## src/rtl/rr_arbiter_8.sv

```systemverilog
// rr_arbiter_8: round-robin arbiter sharing one resource among eight requesters.
//
// Ports:
//   clk        rising-edge clock
//   rst        asynchronous, active-high reset
//   req[7:0]   request vector, bit i = requester i
//   gnt[7:0]   registered one-hot grant, all zero when idle
//   gnt_idx    binary index of the set gnt bit, 3'b000 when idle
//   gnt_valid  high while any grant is held
//   preempt    one-cycle pulse in the idle cycle after a grant revoked by the
//              hold limit
//
// Parameter:
//   MAX_HOLD   maximum consecutive grant cycles per ownership (0 = unlimited)
//
// Handshake: req[k] is a level request. Once gnt[k] is seen, the owner keeps
// req[k] high for as long as it wants the resource; dropping req[k] releases
// the grant on the next edge. Other req bits are ignored while a grant is held.
//
// The FSM state is kept in the signal `state` for checkers to bind to.

module rr_arbiter_8 #(
    parameter int MAX_HOLD = 16
) (
    input  logic       clk,
    input  logic       rst,
    input  logic [7:0] req,
    output logic [7:0] gnt,
    output logic [2:0] gnt_idx,
    output logic       gnt_valid,
    output logic       preempt
);

    localparam int CW = ($clog2(MAX_HOLD + 1) < 1) ? 1 : $clog2(MAX_HOLD + 1);
    // Counter value on the last permitted grant cycle.
    localparam logic [CW-1:0] LIMIT = (MAX_HOLD == 0) ? '0 : CW'(MAX_HOLD - 1);

    typedef enum logic {
        IDLE,
        GRANT
    } state_t;

    state_t        state, state_nx;
    logic [2:0]    ptr, ptr_nx;
    logic [CW-1:0] cnt, cnt_nx;
    logic [7:0]    gnt_nx;
    logic [2:0]    idx_nx;
    logic          valid_nx;
    logic          pre_nx;

    logic          sel_found;
    logic [2:0]    sel_idx;
    logic [2:0]    cand;
    logic          timeout;

    // Scan requesters starting at ptr; the first set bit wins.
    always_comb begin
        sel_found = 1'b0;
        sel_idx   = ptr;
        cand      = '0;
        for (int i = 0; i < 8; i++) begin
            cand = ptr + i[2:0];
            if (!sel_found && req[cand]) begin
                sel_found = 1'b1;
                sel_idx   = cand;
            end
        end
    end

    assign timeout = (MAX_HOLD != 0) && (cnt == LIMIT);

    always_comb begin
        state_nx = state;
        ptr_nx   = ptr;
        cnt_nx   = cnt;
        gnt_nx   = gnt;
        idx_nx   = gnt_idx;
        valid_nx = gnt_valid;
        pre_nx   = 1'b0;
        case (state)
            IDLE: begin
                if (sel_found) begin
                    state_nx = GRANT;
                    gnt_nx   = 8'b1 << sel_idx;
                    idx_nx   = sel_idx;
                    valid_nx = 1'b1;
                    cnt_nx   = '0;
                end
            end
            GRANT: begin
                // Release is tested first so it wins over a same-cycle timeout.
                if (!req[gnt_idx] || timeout) begin
                    state_nx = IDLE;
                    gnt_nx   = 8'h00;
                    idx_nx   = 3'b000;
                    valid_nx = 1'b0;
                    ptr_nx   = gnt_idx + 3'd1;
                    pre_nx   = req[gnt_idx];
                end else if ((MAX_HOLD != 0) && (cnt != '1)) begin
                    cnt_nx = cnt + 1'b1;
                end
            end
            default: begin
                state_nx = IDLE;
            end
        endcase
    end

    always_ff @(posedge clk or posedge rst) begin
        if (rst) begin
            state     <= IDLE;
            ptr       <= 3'd0;
            cnt       <= '0;
            gnt       <= 8'h00;
            gnt_idx   <= 3'b000;
            gnt_valid <= 1'b0;
            preempt   <= 1'b0;
        end else begin
            state     <= state_nx;
            ptr       <= ptr_nx;
            cnt       <= cnt_nx;
            gnt       <= gnt_nx;
            gnt_idx   <= idx_nx;
            gnt_valid <= valid_nx;
            preempt   <= pre_nx;
        end
    end

endmodule

```

## config.mk

```make
export PLATFORM = sky130hd
export DESIGN_NAME = rr_arbiter_8
export DESIGN_NICKNAME = d
export VERILOG_FILES = /design/src/rtl/rr_arbiter_8.sv
export SDC_FILE = /design/constraint.sdc
export NUM_CORES = 1
export LEC_CHECK = 0
export CORE_MARGIN = 5
export CORE_UTILIZATION = 30
export DETAILED_ROUTE_END_ITERATION = 8
export PLACE_DENSITY = 0.49
export SLEW_MARGIN = 0
export SYNTH_ARGS = -nofsm -noshare
export SYNTH_HDL_FRONTEND = slang
export SYNTH_SLANG_ARGS = --single-unit
```

## constraint.sdc

```tcl
create_clock -name clk -period 7.2 [get_ports clk]
set_input_delay 0.72 -clock clk [delete_from_list [all_inputs] [get_ports clk]]
set_output_delay 0.72 -clock clk [all_outputs]
set_load 0.05 [all_outputs]
```

==> impl_metrics.ini <==
[status]
status = completed

[logic_synthesis]
synth.avg_cell_area_um2 = 10.9
yosys_warnings = 0
netlist.top_cell.by_area = dfrtp_1
async_flop_share = 1.00
synth_cell_types = 62
synth.yosys.seq_area_share = 0.261
synth.most_common_cell = nand2_1
synth_fp_nets = 210
synth_top_area_frac = 0.261
ys_ff_latch = 22
netlist_area_um2 = 2110
yosys-top-cells-count = 25 x nand2_1, 22 x dfrtp_1, 14 x mux4_2
syn_inst = 194
dominantRegCellSynth = dfrtp_1
yosys-top-cells-area = dfrtp_1 26%, mux4_2 15%, nand2_1 4.4%
synth_edf_count = 0

[worst_setup_path]
startpoint = ptr[0]
crit_type = reg2reg
timing.rr.start = ptr[0]
cp-start-kind = register
worstSetupEndpointType = register
path_cells = inv_1, ha_1, mux4_2, mux2i_4, and2_1, a41oi_2, nor2b_1, nand2_1, o31ai_1
slowest_delay_ns = 0.86
cp_max_fo = 15
worst-r2r-cell-count = 9
reg2reg_slack_ns = 3.11
worstReg2RegEnd = gnt[7]
required_ns = 7.36
cp.arrival_ns = 4.25
path_buf_inv = 1
crit_family = simple AND/OR/NAND/NOR gates
worst_path_max_delay_cell = dfrtp_1

[finish]
design_area_um2 = 2400
instances_no_fill = 306
area_growth_syn_to_layout_pct = 13.4
n_antenna_cell = 0
fillCellCount = 722
drive_gt1_frac = 0.229
finish.net_count = 227

[clock_network]
cts_hold_buf = 0
cts_tree = built
cts-root-buf = clkbuf_8
clk_pin_slew_worst_paths_ns = 0.08
cts.sinks = 22
cts_max_level = 1
cts_resized = 0
cts_buffer_depth = 2
cts_buffers = 3
post_cts_buffers = 0
clk_latency_ns = 0.27

[place]
hpwlAfterDp_um = 3690
gp_congestion = 0.805
placed_area_um2 = 2340
port_buffers = 22
dp_cells = 302
pre_cts_ws_ns = 3.06

[min_path]
min_to = gnt[2]
hold_path.startpoint = gnt[2]
worstHoldPathType = reg2reg
worstHoldPathCells = 2

[route]
wl_per_cell_um = 15.6
postRouteAntennaNets = 0
totalWireLength_um = 4770
dr.pass1.iters = 4
viasPerCell = 5.14
via_count = 1574
drcViolationCount = 0
drtIter0Drc = 90

[global_routing]
antenna_found_initial = 0
grt_start_max_net_pins = 23
track_usage = 0.113
grt_pass1_vias = 1617
grt_pass1_wl_um = 8100
grt_overflow_total = 0

[floorplanning]
design.portCount = 23
start_util = 0.309
die_area_um2 = 8820
die_h_um = 93.9
row_count = 30
die_w_um = 93.9
core_um2 = 6830

[timing]
setup_tns_ns = 0
finalHoldViolCount = 0
rsz0062_at_grt = false
tightest_slew_ns = 0.852
layout_min_cycle_time_ns = 4.09
setup_violations = 0
maxSlewViolCount = 0
relSlewSlack = 0.431
post-route-period-util = 0.568
finClkSkew_ns = 0.00703
fmax_mhz = 245
fin_ws_ns = 3.11

[flow_run]
cap_violations = 0
==> sequential cells by signal (all words and copies together), names as in the netlist <==
register / flops
state: 1
ptr: 3
cnt: 5
gnt: 8
gnt_idx: 3
gnt_valid: 1
preempt: 1
==> area by class of cell <==
cell class                      instances  area (um^2)  share of cell area
Inverter                               10         37.5              0.0157
Sequential cell                        22          551               0.230
Multi-Input combinational cell        152         1410               0.590
Tap cell                               96          120              0.0501
Timing Repair Buffer                   22          220              0.0919
Clock buffer                            4         55.1              0.0230
==> logic make-up (layout without fill, tap and decap cells) <==
| family | Yosys count | in the layout | synth area share |
|---|---|---|---|
| AO/OA/AOI/OAI | 48 | 48 | 0.201 |
| adder cells (fa/ha/maj) | 6 | 6 | 0.0355 |
| buffers and inverters | 20 | 36 | 0.0705 |
| multiplexers | 31 | 31 | 0.252 |
| flip-flops | 22 | 22 | 0.261 |
| XOR/XNOR | 6 | 6 | 0.0320 |
| AND/OR/NAND/NOR | 61 | 61 | 0.148 |
==> worst reg2reg max path, stage by stage, from the launching register on <==
cell and delay, ns:
dfrtp_1 0.86, inv_1 0.15, ha_1 0.71, mux4_2 0.47, mux2i_4 0.21, and2_1 0.38, a41oi_2 0.36, nor2b_1 0.64
nand2_1 0.12, o31ai_1 0.09
==> layout by cell type (no fill, tap or decap), drive strengths merged, types with 4 or more instances in the layout <==
master and n:
inv 9, mux2 4, clkdlybuf4s50 22, dfrtp 22
o21ai 7, nand2 25, nor2 12, and2 5
nand2b 6, clkbuf 4, mux4 14, mux2i 13
ha 6, o31ai 9
==> metrics by stage <==
stage | hold WS [ns] | util
floorplan | 0.468 | -
global placement | 0.481 | 0.343
detailed placement | 0.475 | 0.343
CTS | 0.493 | 0.351
global route | 0.533 | 0.351
finish | 0.487 | 0.351
==> worst max path at each step <==
| stage | endpoint | slack [ns] | cells after the start |
|---|---|---|---|
| 2_1_floorplan | gnt[2] | 4.11 | 12 |
| 3_3_place_gp | gnt[0] | 3.17 | 9 |
| 3_5_place_dp | gnt[7] | 3.06 | 9 |
| 4_1_cts | gnt[7] | 3.03 | 9 |
| 5_1_grt | gnt[0] | 2.62 | 9 |
| 6_report | gnt[7] | 3.11 | 9 |
==> routing by layer <==
metal	vias to the layer above	GRT usage	wire, um
met5	-	0	0
met4	0	0.00842	8
met3	2	0.0216	195
met2	35	0.179	2190
met1	767	0.166	2380
li1	770	-	-
Power is left out: the tool's default activity adds up to more than one toggle a clock period on the data nets, which glitch-free logic cannot reach.
